`src/rtl/ps2_pkg.sv`:
```
// Shared PS/2 key-filter definitions: prefix bytes, accepted scan-code table,
// FSM state encoding and the queued event word layout {ext, brk, code}.
package ps2_pkg;

    localparam logic [7:0] PS2_EXT = 8'hE0;
    localparam logic [7:0] PS2_BRK = 8'hF0;
    localparam int         EVT_W   = 10;
    localparam int         KEY_TABLE_N = 16;

    localparam logic [KEY_TABLE_N-1:0][7:0] KEY_TABLE = {
        8'h2D, 8'h5A, 8'h34, 8'h4D, 8'h1C, 8'h33, 8'h45, 8'h46,
        8'h3E, 8'h3D, 8'h36, 8'h2E, 8'h25, 8'h26, 8'h1E, 8'h16
    };

    typedef enum logic [1:0] {
        ST_IDLE = 2'd0,
        ST_EXT  = 2'd1,
        ST_BRK  = 2'd2,
        ST_EMIT = 2'd3
    } ps2_state_e;

    function automatic logic in_key_table(input logic [7:0] code);
        logic hit;
        hit = 1'b0;
        for (int i = 0; i < KEY_TABLE_N; i++) begin
            hit = hit | (KEY_TABLE[i] == code);
        end
        return hit;
    endfunction

endpackage

```
`src/rtl/ps2_key_fifo.sv`:
```
// Synchronous show-ahead FIFO for key events with a sticky overflow flag;
// a simultaneous push and pop always completes, even when full.
module ps2_key_fifo
    import ps2_pkg::*;
#(
    parameter int DEPTH = 4,
    parameter int WIDTH = EVT_W
) (
    input  logic                   clk,
    input  logic                   rst_n,
    input  logic                   push,
    input  logic [WIDTH-1:0]       wdata,
    input  logic                   pop,
    input  logic                   ovf_clr,
    output logic [WIDTH-1:0]       rdata,
    output logic                   empty,
    output logic                   full,
    output logic [$clog2(DEPTH):0] count,
    output logic                   overflow
);

    localparam int PTR_W = $clog2(DEPTH);
    localparam int CNT_W = PTR_W + 1;

    logic [WIDTH-1:0] mem_q [DEPTH];
    logic [WIDTH-1:0] mem_d [DEPTH];
    logic [PTR_W-1:0] wr_ptr_q, wr_ptr_d;
    logic [PTR_W-1:0] rd_ptr_q, rd_ptr_d;
    logic [CNT_W-1:0] count_q, count_d;
    logic             ovf_q, ovf_d;
    logic             do_push, do_pop;

    always_comb begin
        do_pop   = pop && (count_q != '0);
        do_push  = push && ((count_q != CNT_W'(DEPTH)) || do_pop);
        mem_d    = mem_q;
        wr_ptr_d = wr_ptr_q;
        rd_ptr_d = rd_ptr_q;
        count_d  = count_q;
        if (do_push) begin
            mem_d[wr_ptr_q] = wdata;
            wr_ptr_d        = wr_ptr_q + 1'b1;
        end
        if (do_pop) begin
            rd_ptr_d = rd_ptr_q + 1'b1;
        end
        case ({do_push, do_pop})
            2'b10:   count_d = count_q + 1'b1;
            2'b01:   count_d = count_q - 1'b1;
            default: count_d = count_q;
        endcase
        // A refused push is a drop; a clear in the same cycle loses to it.
        ovf_d = (ovf_q && !ovf_clr) || (push && !do_push);
    end

    always_ff @(posedge clk or negedge rst_n) begin
        if (!rst_n) begin
            for (int i = 0; i < DEPTH; i++) begin
                mem_q[i] <= '0;
            end
            wr_ptr_q <= '0;
            rd_ptr_q <= '0;
            count_q  <= '0;
            ovf_q    <= 1'b0;
        end else begin
            mem_q    <= mem_d;
            wr_ptr_q <= wr_ptr_d;
            rd_ptr_q <= rd_ptr_d;
            count_q  <= count_d;
            ovf_q    <= ovf_d;
        end
    end

    assign rdata    = mem_q[rd_ptr_q];
    assign empty    = (count_q == '0);
    assign full     = (count_q == CNT_W'(DEPTH));
    assign count    = count_q;
    assign overflow = ovf_q;

endmodule

```
`src/rtl/ps2_key_filter.sv`:
```
// PS/2 scan-code decoder: folds E0/F0 prefixes into key events and queues them.
// Define PS2_MAKE_EVENTS_EN to also queue key presses; by default only releases.
module ps2_key_filter
    import ps2_pkg::*;
#(
    parameter int FIFO_DEPTH = 4,
    parameter int ACCEPT_ALL = 0
) (
    input  logic                        CLK,
    input  logic                        reset,
    input  logic                        tick,
    input  logic [7:0]                  din,
    input  logic                        rd_en,
    input  logic                        ovf_clr,
    output logic [7:0]                  key_code,
    output logic                        key_ext,
    output logic                        key_brk,
    output logic                        key_empty,
    output logic                        key_full,
    output logic [$clog2(FIFO_DEPTH):0] key_count,
    output logic                        rx_tick,
    output logic                        overflow
);

`ifdef PS2_MAKE_EVENTS_EN
    localparam bit MAKE_EN = 1'b1;
`else
    localparam bit MAKE_EN = 1'b0;
`endif

    ps2_state_e       state_q;
    ps2_state_e       dec_state;
    logic             ext_q;
    logic             rx_tick_q;
    logic [EVT_W-1:0] evt_q;
    logic [EVT_W-1:0] head;
    logic             accepted;

    // EMIT is a one-cycle pass-through, so a tick there decodes like IDLE.
    always_comb begin
        accepted  = (ACCEPT_ALL != 0) ? ((din != PS2_EXT) && (din != PS2_BRK))
                                      : in_key_table(din);
        dec_state = (state_q == ST_EMIT) ? ST_IDLE : state_q;
    end

    always_ff @(posedge CLK or negedge reset) begin
        if (!reset) begin
            state_q   <= ST_IDLE;
            ext_q     <= 1'b0;
            rx_tick_q <= 1'b0;
            evt_q     <= '0;
        end else begin
            rx_tick_q <= 1'b0;
            if (state_q == ST_EMIT) begin
                state_q <= ST_IDLE;
            end
            if (tick) begin
                case (dec_state)
                    ST_IDLE: begin
                        ext_q <= 1'b0;
                        if (din == PS2_EXT) begin
                            state_q <= ST_EXT;
                        end else if (din == PS2_BRK) begin
                            state_q <= ST_BRK;
                        end else if (MAKE_EN && accepted) begin
                            state_q   <= ST_EMIT;
                            rx_tick_q <= 1'b1;
                            evt_q     <= {1'b0, 1'b0, din};
                        end else begin
                            state_q <= ST_IDLE;
                        end
                    end
                    ST_EXT: begin
                        if (din == PS2_BRK) begin
                            state_q <= ST_BRK;
                            ext_q   <= 1'b1;
                        end else if (MAKE_EN && accepted) begin
                            state_q   <= ST_EMIT;
                            rx_tick_q <= 1'b1;
                            evt_q     <= {1'b1, 1'b0, din};
                            ext_q     <= 1'b0;
                        end else begin
                            state_q <= ST_IDLE;
                            ext_q   <= 1'b0;
                        end
                    end
                    ST_BRK: begin
                        if (din == PS2_BRK) begin
                            state_q <= ST_BRK;
                        end else if (accepted) begin
                            state_q   <= ST_EMIT;
                            rx_tick_q <= 1'b1;
                            evt_q     <= {ext_q, 1'b1, din};
                            ext_q     <= 1'b0;
                        end else begin
                            state_q <= ST_IDLE;
                            ext_q   <= 1'b0;
                        end
                    end
                    default: state_q <= ST_IDLE;
                endcase
            end
        end
    end

    ps2_key_fifo #(
        .DEPTH (FIFO_DEPTH),
        .WIDTH (EVT_W)
    ) u_fifo (
        .clk      (CLK),
        .rst_n    (reset),
        .push     (rx_tick_q),
        .wdata    (evt_q),
        .pop      (rd_en),
        .ovf_clr  (ovf_clr),
        .rdata    (head),
        .empty    (key_empty),
        .full     (key_full),
        .count    (key_count),
        .overflow (overflow)
    );

    assign {key_ext, key_brk, key_code} = head;
    assign rx_tick = rx_tick_q;

endmodule

```
`config.mk`:
```
export PLATFORM = sky130hd
export DESIGN_NAME = ps2_key_filter
export DESIGN_NICKNAME = d
export VERILOG_FILES = /design/src/rtl/ps2_pkg.sv /design/src/rtl/ps2_key_fifo.sv /design/src/rtl/ps2_key_filter.sv
export SDC_FILE = /design/constraint.sdc
export NUM_CORES = 1
export LEC_CHECK = 0
export CORE_MARGIN = 2
export CORE_UTILIZATION = 61
export DETAILED_ROUTE_END_ITERATION = 8
export PLACE_DENSITY = 0.8
export SYNTH_ARGS = -nofsm -noshare
export SYNTH_HDL_FRONTEND = slang
export SYNTH_SLANG_ARGS = --single-unit
```
`constraint.sdc`:
```
create_clock -name CLK -period 4.4 [get_ports CLK]
set_clock_uncertainty 0.15 [all_clocks]
set_input_delay 0.88 -clock CLK [delete_from_list [all_inputs] [get_ports CLK]]
set_output_delay 0.88 -clock CLK [all_outputs]
set_load 0.05 [all_outputs]
```
After elaboration in Yosys (flattened, before gate mapping)
Cells that the tools add are included.
Widths: inputs -> output; s select.

word-level totals
  bits in registers = 62
  input port bits = 13
  output and inout port bits = 17
  word-level logic and storage cells = 100

operators by class
  add/sub/neg operators = 4
  order comparisons = 3
  equal/unequal tests = 26
  mux-type cells = 21
  bitwise logic cells = 18
  reductions and logical operators = 16

operator list
  operator             count
  $eq 6x8->1 const A   9
  $bwmux 40            1
  $eq 7x8->1 const A   4
  $mux 10              3
  $eq 5x8->1 const A   3
  $bmux 10 s2          1
  $demux 10 s2         1
  $eq 8x8->1 const B   2
  $or 1x1->1           15
  $mux 2               6
  $eq 2x2->1 const B   3
  $ge 3x3->1 const B   2
  $mux 1               6
  $not 2->3            2
  $pmux 2 s3           1
  $pmux 3 s2           1
  $reduce_bool 3->1    2
  $logic_and 1x1->1    5
  $add 2x1->2 const B  2
  $eq 2x1->1 const B   2
  $reduce_and 4->1     1
  $add 3x1->3 const B  1
  $eq 3x3->1 const B   1
  $logic_not 3->1      1
  other kinds (11)     13

Logic depth before layout (Yosys ltp)
  depth after elaboration = 20
  mapped depth = 9
  depth with buffers taken out = 8

Modules after synthesis
From an unflattened synthesis, not the netlist that was laid out.

unflattened totals
  cells, all modules = 212
  area, all modules = 2999.1 µm²

by module, submodules not included
  module          instances  cells an instance  area an instance (µm²)  sequential area each (µm²)
  ps2_key_fifo    1          137                2174.6                  1201.2
  ps2_key_filter  1          75                 824.5                   350.3

Worst setup path after synthesis
No wires, ideal clock.

  path type = register -> register
  from = reg u_fifo.count_q[2] (netlist: u_fifo.count[2])
  to = reg u_fifo.count_q[1] (netlist: u_fifo.count[1])
  setup time = 0.087 ns
  data arrival time = 3.107 ns
  required time = 4.163 ns
  setup slack = 1.056 ns
  stages on the path, launching flop included = 9
  path buffers = 1
  period minus slack after synthesis = 3.344 ns
  path through = dfrtp_1 clkbuf_1 nor3_1 nand2b_1 or2_2 fa_1 a211oi_1 o21ai_0 a22oi_1

between the ends
  word-level cells in the longest chain between the ends = 6
  elaborated cells on any way between the ends = 9
  classes of those cells = eq/ne: 3; mux: 1; reduce/logical: 5

RTL lines
  item                                             RTL line            RTL
  from (decl)                                      ps2_key_fifo.sv:29  logic [CNT_W-1:0] count_q, count_d;
  from (signal assigned)                           ps2_key_fifo.sv:69  count_q <= count_d;
  $reduce_bool 3->1                                ps2_key_fifo.sv:34  do_pop = pop && (count_q != '0);
  $logic_and 1x1->1                                ps2_key_fifo.sv:34
  $logic_or 1x1->1                                 ps2_key_fifo.sv:35  do_push = push && ((count_q != CNT_W'(DEPTH)) || do_pop);
  $logic_and 1x1->1                                ps2_key_fifo.sv:35
  $eq 2x1->1 or $eq 2x2->1 (tied branches)         ps2_key_fifo.sv:47  case ({do_push, do_pop})
  $pmux 3 s2 or $reduce_bool 2->1 (tied branches)  -

Several ways; a longest one is shown, not always the timed one.
A chain may end at the register's enable or synchronous reset.

Final worst setup path
  from = reg u_fifo.rd_ptr_q[0]
  to = out key_code[6]

between the ends
  word-level cells in the longest chain between the ends = 4

RTL lines
  item                                         RTL line              RTL
  from (decl)                                  ps2_key_fifo.sv:28    logic [PTR_W-1:0] rd_ptr_q, rd_ptr_d;
  from (signal assigned)                       ps2_key_fifo.sv:68    rd_ptr_q <= rd_ptr_d;
  $not 2->3 (not written as such)              ps2_key_fifo.sv:74    assign rdata = mem_q[rd_ptr_q];
  $bmux 10 s2                                  ps2_key_fifo.sv:74
  $mux 10 (not written as such) (2 in series)  ps2_key_fifo.sv:74
  to (decl)                                    ps2_key_filter.sv:15  output logic [7:0] key_code,

Every way passes these cells. The select of a mux whose other input is x is not followed.

==> summary.txt <==
Placement
  • Buffers added on ports: 29
  • DPL Wire Length: 3.73 mm
  • GPL Wtd Cong: around 0.88
  • Placed inst area: 0.00338 mm2
  • Cells after DPL: 322

Power
  • PwrDens: 428 mW/mm2
  • Power Internal: 1.01 mW
  • Combinational Power Share: around a quarter
  • Peak VDD IR: 0.000250 V
  • Leakage: 1.68 nW
  • Clock Power Share: 27.7%
  • Switching Share: 33.3%
  • Overall power: ~1.5 mW
  • Net Switching: slightly above 500 uW
  • Reg power frac: 48.0%

Layout
  • Area Growth Syn to Fin: 16.1%
  • Final Non-Filler Cells: approximately 340
  • Post-route cell area: 0.00354 mm2
  • # fillers: around 340
  • Share of layout cells above drive strength 1: between 20% and 30%
  • Multi-input gate area: 0.00140 mm2
  • Seq. cell area: 0.00155 mm2
  • Final #Nets: 288
  • Ant diodes: 0

Floorplanning
  • DIE HEIGHT: 74.8 um
  • Core Region: 0.00479 mm2
  • Row cnt: 25
  • Initial Util: 63.8%
  • Die footprint: 0.00559 mm2
  • Width of the die: ~75 um
  • Ports: 30

Synth
  • Synth warn: 0
  • Most common cell in the netlist: dfrtp_1
  • Largest cells by area after synthesis: dfrtp_1, mux2_2, mux4_2
  • Top FF cell, synth: dfrtp_1
  • Post-synth top area cell: dfrtp_1
  • Net count after synthesis: 255
  • Largest family of logic cells by synthesized area: multiplexers
  • Mux contribution to synthesized area: 24.8%
  • Synth top area share: between 50% and 60%
  • Number of synthesized flops with an enable pin: 0
  • Synth Area in Simple Gates: 8.44%
  • Yosys reg bits: 62
  • Netlist cell types: 42
  • Fraction of the mapped netlist area in adder cells: 3.93%
  • Xor/xnor share of the synthesized area: 1.43%
  • Synth async-reset ratio: 100%
  • Top cells by count, synth: dfrtp_1, mux2_2, o21ai_0
  • Post-Syn Area: around 0.003 mm2
  • Post-Syn Instances: 233
  • Synth Area in Compound Gates: under 10%
  • Register area share after synthesis: 50.8%
  • Mean Syn Cell Area: 13.1 um2

Timing
  • Hold Slack: approximately 350 ps
  • Setup Viol. Count Final: 0
  • Setup TNS: 0 ps
  • Final Hold Vio Count: 0
  • RSZ-0062 raised after global routing: no
  • Period utilisation layout: about four fifths
  • Maximum clock frequency: between 200 and 300 MHz
  • Final critical-path required period: between 3000 and 4000 ps
  • Pins over their slew limit: 0
  • Worst-Margin Slew: roughly 1100 ps
  • Worst slew margin: between 20% and 30%

Routing
  • Vias per cell: about 5.6
  • Vias: between 1,500 and 2,000
  • First-pass DRT Iterations: 4
  • Final ANT Viol Nets: 0
  • DR iter-0 viols: between 90 and 100
  • Drt drc: 0
  • Post-Route WL: 5.70 mm
  • DR WL/cell: 16.9 um

Clock network
  • Clock Latency Late Sink: 330 ps
  • Reg clk slew, reported paths: around 60 ps
  • H-tree depth: 3
  • Clock Sinks: 62
  • CTS tree: yes
  • Setup bufs post-CTS: 0
  • PostCTS Resize Cnt: 0
  • Total CTS buffers: 9
  • Root Driver: clkbuf_8
  • Bufs on Longest Clock Path: 2
  • CTS Hold Bufs: 0

Global routing
  • Global Route Usage Sum: 23.3%
  • Largest net degree at the start of global routing: 50
  • GR Layer Usage met1: 32.9%
  • Most Crowded Layer GR: met2
  • Initial antenna violation count: 0
  • M2 GR Usage: 35.1%
  • GR Overflow Total: 0
  • First-pass GRT wire length: around 9.3 mm
  • Vias in the first global route: 1,870
  • Met3 Use GR: 5.62%

Run status
  • Status: complete, no violations

Setup path
  • Critical Path Source Type: flip-flop
  • Reg2Reg Setup Slack: roughly 2000 ps
  • Setup CP Type: flip-flop to output pin
  • Worst Setup End Kind: output pin
  • Worst Path Arrival: ~2500 ps
  • Worst r2r dst: u_fifo.mem_q[26]$_DFFE_PN0P_
  • WP data required: 3370 ps
  • Reg2Reg Launch Point: u_fifo.count[1]$_DFFE_PN0P_
  • Reg2Reg Depth: 6
  • Worst Path Max Fanout: 12

Worst hold path
  • Worst min path class: flip-flop to flip-flop
  • Hold Crit Endpoint: u_fifo.mem_q[13]$_DFFE_PN0P_
  • Hold Path Stages: 1
  • Min-Delay Startpoint: u_fifo.mem_q[13]$_DFFE_PN0P_

Job
  • Number of max-cap violations: 0
## state kept, by name (all words and copies together) (netlist names)
register and cells:
u_fifo.mem_q 40, ext_q 1, rx_tick 1, u_fifo.count 3
state_q 2, u_fifo.overflow 1, u_fifo.rd_ptr_q 2, evt_q 10
u_fifo.wr_ptr_q 2
## through the flow
step | worst slack [ps] | util [%]
after floorplan | 1060 | -
after global placement | 919 | 70.7
after detailed placement | 744 | 70.7
after CTS | 817 | 74.1
after global routing | 731 | 74.1
final | 873 | 74.1
## how the worst max path moves through the flow
stage                                    from                          end  slack (ps)  cells after the start
3_5_place_dp                           din[4]         evt_q[1]$_DFFE_PN0P_         740                      7
6_report       u_fifo.rd_ptr_q[0]$_DFFE_PN0P_                  key_code[6]         870                      2
4_1_cts        u_fifo.rd_ptr_q[0]$_DFFE_PN0P_                  key_code[6]         820                      2
3_3_place_gp                           din[4]         evt_q[1]$_DFFE_PN0P_         920                      7
2_1_floorplan     u_fifo.count[2]$_DFFE_PN0P_  u_fifo.count[1]$_DFFE_PN0P_        1060                      8
5_1_grt        u_fifo.rd_ptr_q[0]$_DFFE_PN0P_                  key_code[6]         730                      2
## area by class of cell
type / count / area share [%]
Timing Repair Buffer: 30 / 8.26
Sequential cell: 62 / 43.8
Clock inverter: 1 / 0.141
Clock buffer: 15 / 4.41
Inverter: 14 / 1.48
Multi-Input combinational cell: 149 / 39.6
Tap cell: 67 / 2.36
## metal layers
metal  wire length, um  vias up
li1                  -      916
met1              2740      951
met2              2760       39
met3               173        2
met4                27        0
met5                 0        -
## power by group through the flow
stage                     sequential, mW  combinational (mW)  clock (mW)
after detailed placement           0.742               0.368           0
final                              0.729               0.368       0.421
after global routing               0.743               0.401       0.457
after floorplan                    0.713               0.273           0
after global placement             0.739               0.365           0
after CTS                          0.730               0.370       0.432
## placed cells by master, fill, tap and decap left out, drive strengths merged, types with 3 or more instances in the layout
cell type	Yosys	final
a21oi	6	6
a22oi	3	3
and2	3	3
and4bb	3	3
clkbuf	4	15
clkdlybuf4s50	0	28
dfrtp	62	62
ha	8	8
inv	14	14
mux2	45	45
mux4	10	10
nand2	10	10
nand2b	3	3
nand3	4	4
nor2	4	4
nor3	3	3
o21ai	17	17
or2	3	3
xnor2	3	3
## cells by family (layout without fill, tap and decap cells)
logic type	after synthesis	in the layout
AOI/OAI and AO/OA	36	36
xor gates and xnor gates	5	5
adders and majority gates	9	9
buffers and inverters	22	60
DFF	62	62
muxes	56	56
and+or+nand+nor	43	43
## worst max-delay path, cell delays in order (launching register included)
cell,delay [ps]
dfrtp_1,840
mux4_2,610
clkdlybuf4s50_1,710
Note: power is estimated with default switching activity, not from simulation.
